===== config.mk =====
export PLATFORM = sky130hd
export DESIGN_NAME = rggen_apb_bridge_master
export DESIGN_NICKNAME = d
export VERILOG_FILES = /design/src/rtl/rggen_rtl_pkg.sv /design/src/rtl/rggen_timeout_counter.sv /design/src/rtl/rggen_apb_bridge_master.sv
export SDC_FILE = /design/constraint.sdc
export NUM_CORES = 1
export LEC_CHECK = 0
export ABC_AREA = 1
export ABC_CLOCK_PERIOD_IN_PS = 2960
export CAP_MARGIN = 20
export CORE_ASPECT_RATIO = 0.9
export CORE_MARGIN = 3
export CORE_UTILIZATION = 35
export DETAILED_ROUTE_END_ITERATION = 10
export GPL_ROUTABILITY_DRIVEN = 0
export PLACE_DENSITY = 0.69
export SYNTH_ARGS = -nofsm -noshare
export SYNTH_HDL_FRONTEND = slang
export SYNTH_SLANG_ARGS = --single-unit

===== constraint.sdc =====
create_clock -name clk -period 2.96 [get_ports clk]
set_clock_uncertainty 0.05 [all_clocks]
set_input_delay 0.444 -clock clk [delete_from_list [all_inputs] [get_ports clk]]
set_output_delay 0.444 -clock clk [all_outputs]
set_load 0.01 [all_outputs]

===== src/rtl/rggen_rtl_pkg.sv =====
// rtl/rggen_rtl_pkg.sv - shared rggen status codes and APB master state encoding
package rggen_rtl_pkg;

  typedef enum logic [1:0] {
    RGGEN_OKAY         = 2'b00,
    RGGEN_EXOKAY       = 2'b01,
    RGGEN_SLAVE_ERROR  = 2'b10,
    RGGEN_DECODE_ERROR = 2'b11
  } rggen_status;

  typedef enum logic [1:0] {
    RGGEN_APB_IDLE     = 2'b00,
    RGGEN_APB_SETUP    = 2'b01,
    RGGEN_APB_ACCESS   = 2'b10,
    RGGEN_APB_RESPONSE = 2'b11
  } rggen_apb_master_state;

  // Counter widths must stay at least one bit even for limits of 0 or 1.
  function automatic int rggen_clog2_min1(input int value);
    return (value < 2) ? 1 : $clog2(value);
  endfunction

endpackage


===== src/rtl/rggen_timeout_counter.sv =====
// rtl/rggen_timeout_counter.sv - wait-state counter that flags when a limit is reached
module rggen_timeout_counter #(
  parameter int WIDTH = 8,
  parameter int LIMIT = 255
)(
  input  logic clk,
  input  logic rst_n,
  input  logic clear,
  input  logic enable,
  output logic expired
);

  localparam logic [WIDTH-1:0] LAST = (LIMIT == 0) ? '0 : WIDTH'(LIMIT - 1);

  logic [WIDTH-1:0] count;

  // Expiry fires in the cycle whose increment would reach LIMIT, so the
  // owner can leave on the same edge the count hits the limit.
  assign expired = enable && (LIMIT != 0) && (count == LAST);

  always_ff @(posedge clk) begin
    if (!rst_n || clear) begin
      count <= '0;
    end else if (enable) begin
      count <= expired ? '0 : count + 1'b1;
    end
  end

endmodule


===== src/rtl/rggen_apb_bridge_master.sv =====
// rtl/rggen_apb_bridge_master.sv - valid/ready command channel to APB initiator
module rggen_apb_bridge_master
  import rggen_rtl_pkg::*;
#(
  parameter int ADDRESS_WIDTH  = 8,
  parameter int DATA_WIDTH     = 32,
  parameter int TIMEOUT_CYCLES = 255
)(
  input  logic                      clk,
  input  logic                      rst_n,
  input  logic                      i_cmd_valid,
  output logic                      o_cmd_ready,
  input  logic                      i_cmd_write,
  input  logic [ADDRESS_WIDTH-1:0]  i_cmd_address,
  input  logic [DATA_WIDTH-1:0]     i_cmd_write_data,
  input  logic [DATA_WIDTH/8-1:0]   i_cmd_strobe,
  output logic                      o_rsp_valid,
  input  logic                      i_rsp_ready,
  output logic [DATA_WIDTH-1:0]     o_rsp_read_data,
  output logic [1:0]                o_rsp_status,
  output logic                      o_psel,
  output logic                      o_penable,
  output logic                      o_pwrite,
  output logic [ADDRESS_WIDTH-1:0]  o_paddr,
  output logic [DATA_WIDTH-1:0]     o_pwdata,
  output logic [DATA_WIDTH/8-1:0]   o_pstrb,
  input  logic                      i_pready,
  input  logic                      i_pslverr,
  input  logic [DATA_WIDTH-1:0]     i_prdata
);

  localparam int STROBE_WIDTH  = DATA_WIDTH / 8;
  localparam int BYTE_LSB      = $clog2(STROBE_WIDTH);
  localparam int TIMEOUT_WIDTH = rggen_clog2_min1(TIMEOUT_CYCLES + 1);
  localparam logic [ADDRESS_WIDTH-1:0] ALIGN_MASK =
    ~ADDRESS_WIDTH'((1 << BYTE_LSB) - 1);

  rggen_apb_master_state state;
  rggen_status           rsp_status;

  logic in_access;
  logic timeout_clear;
  logic timeout_enable;
  logic timeout_expired;

  assign in_access      = (state == RGGEN_APB_ACCESS);
  assign timeout_clear  = !in_access || i_pready;
  assign timeout_enable = in_access && !i_pready;
  assign o_rsp_status   = rsp_status;

  rggen_timeout_counter #(
    .WIDTH (TIMEOUT_WIDTH),
    .LIMIT (TIMEOUT_CYCLES)
  ) u_timeout_counter (
    .clk     (clk),
    .rst_n   (rst_n),
    .clear   (timeout_clear),
    .enable  (timeout_enable),
    .expired (timeout_expired)
  );

  always_ff @(posedge clk) begin
    if (!rst_n) begin
      state           <= RGGEN_APB_IDLE;
      o_cmd_ready     <= 1'b1;
      o_rsp_valid     <= 1'b0;
      o_psel          <= 1'b0;
      o_penable       <= 1'b0;
      o_pwrite        <= 1'b0;
      o_paddr         <= '0;
      o_pwdata        <= '0;
      o_pstrb         <= '0;
      o_rsp_read_data <= '0;
      rsp_status      <= RGGEN_OKAY;
    end else begin
      case (state)
        RGGEN_APB_IDLE: begin
          if (i_cmd_valid) begin
            state       <= RGGEN_APB_SETUP;
            o_cmd_ready <= 1'b0;
            o_psel      <= 1'b1;
            o_penable   <= 1'b0;
            o_pwrite    <= i_cmd_write;
            o_paddr     <= i_cmd_address & ALIGN_MASK;
            o_pwdata    <= i_cmd_write ? i_cmd_write_data : '0;
            o_pstrb     <= i_cmd_write ? i_cmd_strobe : '0;
          end
        end
        RGGEN_APB_SETUP: begin
          state     <= RGGEN_APB_ACCESS;
          o_penable <= 1'b1;
        end
        RGGEN_APB_ACCESS: begin
          // A slave completing in the limit cycle takes priority over the timeout.
          if (i_pready) begin
            state           <= RGGEN_APB_RESPONSE;
            o_psel          <= 1'b0;
            o_penable       <= 1'b0;
            o_rsp_valid     <= 1'b1;
            rsp_status      <= i_pslverr ? RGGEN_SLAVE_ERROR : RGGEN_OKAY;
            o_rsp_read_data <= o_pwrite ? '0 : i_prdata;
          end else if (timeout_expired) begin
            state           <= RGGEN_APB_RESPONSE;
            o_psel          <= 1'b0;
            o_penable       <= 1'b0;
            o_rsp_valid     <= 1'b1;
            rsp_status      <= RGGEN_SLAVE_ERROR;
            o_rsp_read_data <= '0;
          end
        end
        RGGEN_APB_RESPONSE: begin
          if (i_rsp_ready) begin
            state       <= RGGEN_APB_IDLE;
            o_rsp_valid <= 1'b0;
            o_cmd_ready <= 1'b1;
          end
        end
        default: begin
          state <= RGGEN_APB_IDLE;
        end
      endcase
    end
  end

endmodule


* Yosys cells after proc, flatten, opt, wreduce, memory -nomap -nowiden
Index checks and enable logic that the tools add are counted.
** Word-level totals
- Register bits :: 91
- Latch bits :: 0
- Memory bits (writable) :: 0
- ROM bits :: 0
- Input port bits :: 83
- Word-level logic and storage cells :: 66
- Memories :: 0
** Operators by class
- Add/subtract/negate cells :: 1
- Multiply operators :: 0
- Divide/modulo/power cells :: 0
- $lt $le $gt $ge :: 0
- Equal/unequal tests :: 7
- Shift-type cells :: 0
- Mux-type cells :: 26
- Bitwise gates (word level) :: 0
- Reductions and logical operators :: 20
** Operator list (count)
- $mux W32 :: 4
- $reduce_and A3 Y1 :: 5
- $mux W2 :: 7
- $add A8 B1 Y8 const B :: 1
- $eq A8 B8 Y1 const B :: 1
- $mux W1 :: 8
- $mux W8 :: 1
- $pmux W2 S4 :: 1
- $reduce_bool A2 Y1 :: 4
- $pmux W1 S2 :: 3
- $eq A2 B2 Y1 const B :: 2
- $mux W4 :: 1
- $ne A2 B2 Y1 const B :: 2
- $reduce_and A2 Y1 :: 2
- $logic_not A1 Y1 :: 3
- $ne A3 B2 Y1 const B :: 1
- $pmux W1 S3 :: 1
- $reduce_bool A3 Y1 :: 1
- $eq A2 B1 Y1 const B :: 1
- $logic_and A1 B1 Y1 :: 2
- $logic_not A2 Y1 :: 1
- $logic_or A1 B1 Y1 :: 2

* Logic depth before layout (Yosys ltp)
- Word-level depth :: 6
- Mapped depth :: 10
- Gate-level depth less buffers :: 10

* By module
A second synthesis with hierarchy kept.
** Second synthesis, totals
- Cell total of the unflattened synthesis :: 456
- Area, all modules :: 3585.9 µm²
** Modules (own cells, without submodules)
- rggen_apb_bridge_master :: times used 1, cells each 398, area each 3139.3 µm²
- rggen_timeout_counter :: times used 1, cells each 58, area each 446.7 µm²

* Worst setup path after synthesis
No wires, ideal clock.
- Path kind :: flip-flop to flip-flop
- Start :: register state[0]
- End :: register o_pstrb[0]
- Data arrival time :: 1.269 ns
- Required time :: 2.778 ns
- Path slack :: 1.509 ns
- Cell stages (with the launch flop) :: 10
- Buffers on the path :: 1
- Path through :: dfxtp_1 -> inv_1 -> ha_1 -> nand2_1 -> inv_2 -> nand2_1 -> inv_2 -> buf_4 -> nand2_1 -> a21oi_1
** Between the ends
- Longest elaborated chain between the ends :: 2
** RTL lines
- start, declared :: RTL line rggen_apb_bridge_master.sv:38 : rggen_apb_master_state state;
- start signal, assigned :: RTL line rggen_apb_bridge_master.sv:64 : state <= RGGEN_APB_IDLE;
- start signal, assigned :: RTL line rggen_apb_bridge_master.sv:79 : state <= RGGEN_APB_SETUP;
- start signal, assigned :: RTL line rggen_apb_bridge_master.sv:90 : state <= RGGEN_APB_ACCESS;
- $logic_not A2 Y1 :: RTL line rggen_apb_bridge_master.sv:76 : case (state)
- $reduce_and A2 Y1 (no source line)
- end signal, assigned :: RTL line rggen_apb_bridge_master.sv:86 : o_pstrb <= i_cmd_write ? i_cmd_strobe : '0;
- end, declared :: RTL line rggen_apb_bridge_master.sv:26 : output logic [DATA_WIDTH/8-1:0] o_pstrb,
No other way between the ends.
A chain may end at the register's enable or synchronous reset.

* Final worst setup path
- Start :: register u_timeout_counter.count[0]
- End :: register o_rsp_read_data[28]
** Between the ends
- Longest elaborated chain between the ends :: 4
** RTL lines
- start, declared :: RTL line rggen_timeout_counter.sv:15 : logic [WIDTH-1:0] count;
- start signal, assigned :: RTL line rggen_timeout_counter.sv:25 : count <= expired ? '0 : count + 1'b1;
- $eq A8 B8 Y1 :: RTL line rggen_timeout_counter.sv:19 : assign expired = enable && (LIMIT != 0) && (count == LAST);
- $logic_and A1 B1 Y1 :: RTL line rggen_timeout_counter.sv:19
- $reduce_bool A2 Y1 (no source line)
- $reduce_and A2 Y1 (no source line)
- end signal, assigned :: RTL line rggen_apb_bridge_master.sv:101 : o_rsp_read_data <= o_pwrite ? '0 : i_prdata;
- end, declared :: RTL line rggen_apb_bridge_master.sv:19 : output logic [DATA_WIDTH-1:0] o_rsp_read_data,
No other way between the ends.

==> flow_metrics.env <==
export IMPL_top_layer="met4"
export IMPL_yosysUniqueCellTypes=26
export IMPL_cp_end_kind="flip-flop"
export IMPL_syn_area_per_cell_um2=7.363
export IMPL_route_antenna_remaining_nets=0
export IMPL_period_share=0.6872
export IMPL_antenna_found_initial=0
export IMPL_seq_area_frac_synth=0.4789
export IMPL_rsz0062_at_grt="no"
export IMPL_arrival_ps=2190
export IMPL_cp_cell_sequence="inv_1, ha_1, nand2_1, nor2_1, nand2_2, nand2_4, nand2_2, nand2_1, a21oi_1"
export IMPL_insertion_delay_ps=330
export IMPL_crit_slowest_cell="nand2_2"
export IMPL_min_path_cells=2
export IMPL_die_width_um=115.3
export IMPL_combinationalPowerShare=0.295
export IMPL_dr_wl_met3_um=1171
export IMPL_antenna_cells=0
export IMPL_ys_ff_latch=90
export IMPL_final_setup_tns_ps=0
export IMPL_cp_top_family="simple AND/OR/NAND/NOR gates"
export IMPL_synth_area_top_cells="dfxtp_1 48%, nand2_1 13%, a21oi_1 10%, nand3_1 5.3%, inv_1 5.2%"
export IMPL_path_max_fanout=35
export IMPL_io_buffer_count=160
export IMPL_p_sw_uw=1147
export IMPL_netlist_area_mm2=0.003762
export IMPL_drv_cap=0
export IMPL_p_leak_uw=0.002180
export IMPL_fmax_mhz=491.6
export IMPL_nNetsFinal=746
export IMPL_final_common_cell="clkdlybuf4s50_1"
export IMPL_cts_resized=0
export IMPL_required_ps=3110
export IMPL_grt_max_degree=49
export IMPL_slew_headroom=0.5775
export IMPL_die_y_um=104.4
export IMPL_timing_hold_ws_ps=410.0
export IMPL_cts_buffer_depth=2
export IMPL_power_density_mw_per_mm2=642.1
export IMPL_intPower_uw=2498
export IMPL_drc_errors=0
export IMPL_io_pins=166
export IMPL_drive_gt1_frac=0.07100
export IMPL_tightest_slew_ps=631.5
export IMPL_peakVddDrop_uv=495.6
export IMPL_outcome="completed"
export IMPL_worst_path_buf_inv=1
export IMPL_min_path_type="flip-flop to flip-flop"
export IMPL_wire_per_inst_um=12.76
export IMPL_crit_type="flip-flop to flip-flop"
export IMPL_clkSinkCount=90
export IMPL_synth_warnings=0
export IMPL_most_common_layout_cells="160 x clkdlybuf4s50_1, 129 x nand2_1, 90 x dfxtp_1, 75 x a21oi_1, 52 x inv_1"
export IMPL_fp_dieArea_mm2=0.01203
export IMPL_detailed_place_hpwl_um=7111
export IMPL_grt_pass1_vias=3555
export IMPL_drt_pass1_iter_count=4
export IMPL_fp_row_count=35
export IMPL_cts_htree_levels=3
export IMPL_max_stage_delay_ps=480
export IMPL_synth_top_cell_area_share=0.4789
export IMPL_post_cts_setup_buffers=0
export IMPL_wirelength_um=10090
export IMPL_netlist_instances=511
export IMPL_p_seq_frac=0.394
export IMPL_clk_pin_slew_ps=60
export IMPL_vias=3664
export IMPL_gr_total_overflow=0
export IMPL_fillers=977
export IMPL_slew_viol_final=0
export IMPL_cts_hold_fix_buffers=0
export IMPL_met2_wirelength_um=4494
export IMPL_pwr_share_clk=0.311
export IMPL_drt_met1_wl_um=4314
export IMPL_cts_tree="done"
export IMPL_core_area_mm2=0.01038
export IMPL_initial_core_util=0.3625
export IMPL_timing_hold_violations_final=0
export IMPL_cp_start_kind="flip-flop"
export IMPL_cp_depth=9
export IMPL_finalCriticalPeriod_ps=2034
export IMPL_area_delta_synth_final_pct=50.88
export IMPL_yosysTopAreaCell="dfxtp_1"
export IMPL_grt_pass1_wl_um=16470
export IMPL_via_per_inst=4.632
export IMPL_cts_buffers=9
export IMPL_report_final_setup_viol=0
export IMPL_grt_total_usage=0.1670
export IMPL_cts_root_buf="clkbuf_16"
export IMPL_dr_first_iter_drc_count=227
export IMPL_reg2regPathDepth=9
export IMPL_switching_share=0.3147
[path summary, 6_finish.rpt]
path / start / end / slack, ps
max: u_timeout_counter.count[0] / o_rsp_read_data[28] / 930
min: o_rsp_read_data[22] / o_rsp_read_data[22] / 410
max reg2reg: u_timeout_counter.count[0] / o_rsp_read_data[28] / 930
min reg2reg: o_rsp_read_data[22] / o_rsp_read_data[22] / 410
[Yosys cell counts, drive strengths merged]
cell,count
nand2,132
nor3,2
inv,56
dfxtp,90
a31oi,1
o31ai,1
a21oi,75
o211ai,1
xor2,2
nor3b,1
clkbuf,12
ha,6
or2,4
nand4,2
conb,1
buf,20
nand3,40
o21ai,6
nor2,59
[stage by stage]
step           std cells  utilization  instance area (um2)  setup slack, ps  power (uW)
3_3_place_gp         775       0.5186                 5383            721.4        2523
4_1_cts              791       0.5470                 5677            926.1        3704
6_report             791       0.5470                 5677            925.9        3645
5_1_grt              791       0.5470                 5677            669.9        3869
2_1_floorplan        513            -                 3770             1509        2085
3_5_place_dp         775       0.5186                 5383            714.4        2543
[area by class of cell]
type	count	area, um2	share of cell area
Clock buffer	10	229.0	0.04034
Sequential cell	90	1802	0.3174
Timing Repair Buffer	165	1652	0.2909
Clock inverter	6	65.06	0.01146
Tap cell	129	161.4	0.02843
Multi-Input combinational cell	335	1558	0.2744
Inverter	56	210.2	0.03703
[cell families (layout without fill, tap and decap cells)]
logic type | Yosys count | in the layout | share of synthesized area
adder cells (fa/ha/maj) | 6 | 6 | 0.01995
AO/OA/AOI/OAI | 84 | 84 | 0.1134
AND/OR/NAND/NOR | 240 | 240 | 0.2730
buffers and inverters | 88 | 237 | 0.1091
other | 1 | 3 | 0.0009967
flip-flops | 90 | 90 | 0.4789
XOR/XNOR | 2 | 2 | 0.004657
[flip-flops by register name, summed over array words and instances (netlist names)]
| name | cells |
|---|---|
| o_rsp_read_data | 32 |
| o_paddr | 6 |
| u_timeout_counter.count | 8 |
| o_psel | 1 |
| o_pwdata | 32 |
| o_penable | 1 |
| o_rsp_valid | 1 |
| o_cmd_ready | 1 |
| state | 2 |
| o_rsp_status | 1 |
| o_pwrite | 1 |
| o_pstrb | 4 |
[per-layer routing]
metal  GRT usage  vias up
li1            -     1884
met1      0.2033     1648
met2      0.2545      123
met3     0.08959        9
met4     0.04778        0
met5           0        -
[worst register-to-register path, stage by stage, from the launching register on]
cell and delay (ps):
dfxtp_1 330, inv_1 60, ha_1 140, nand2_1 50
nor2_1 110, nand2_2 100, nand2_4 300, nand2_2 480
nand2_1 190, a21oi_1 80
[power groups by stage]
stage | sequential [uW] | clock [uW] | combinational (uW)
floorplan | 1510 | 0 | 575
global placement | 1450 | 0 | 1070
detailed placement | 1460 | 0 | 1080
CTS | 1440 | 1180 | 1090
global route | 1450 | 1220 | 1190
finish | 1440 | 1130 | 1070
Note: power is estimated with default switching activity, not from simulation.
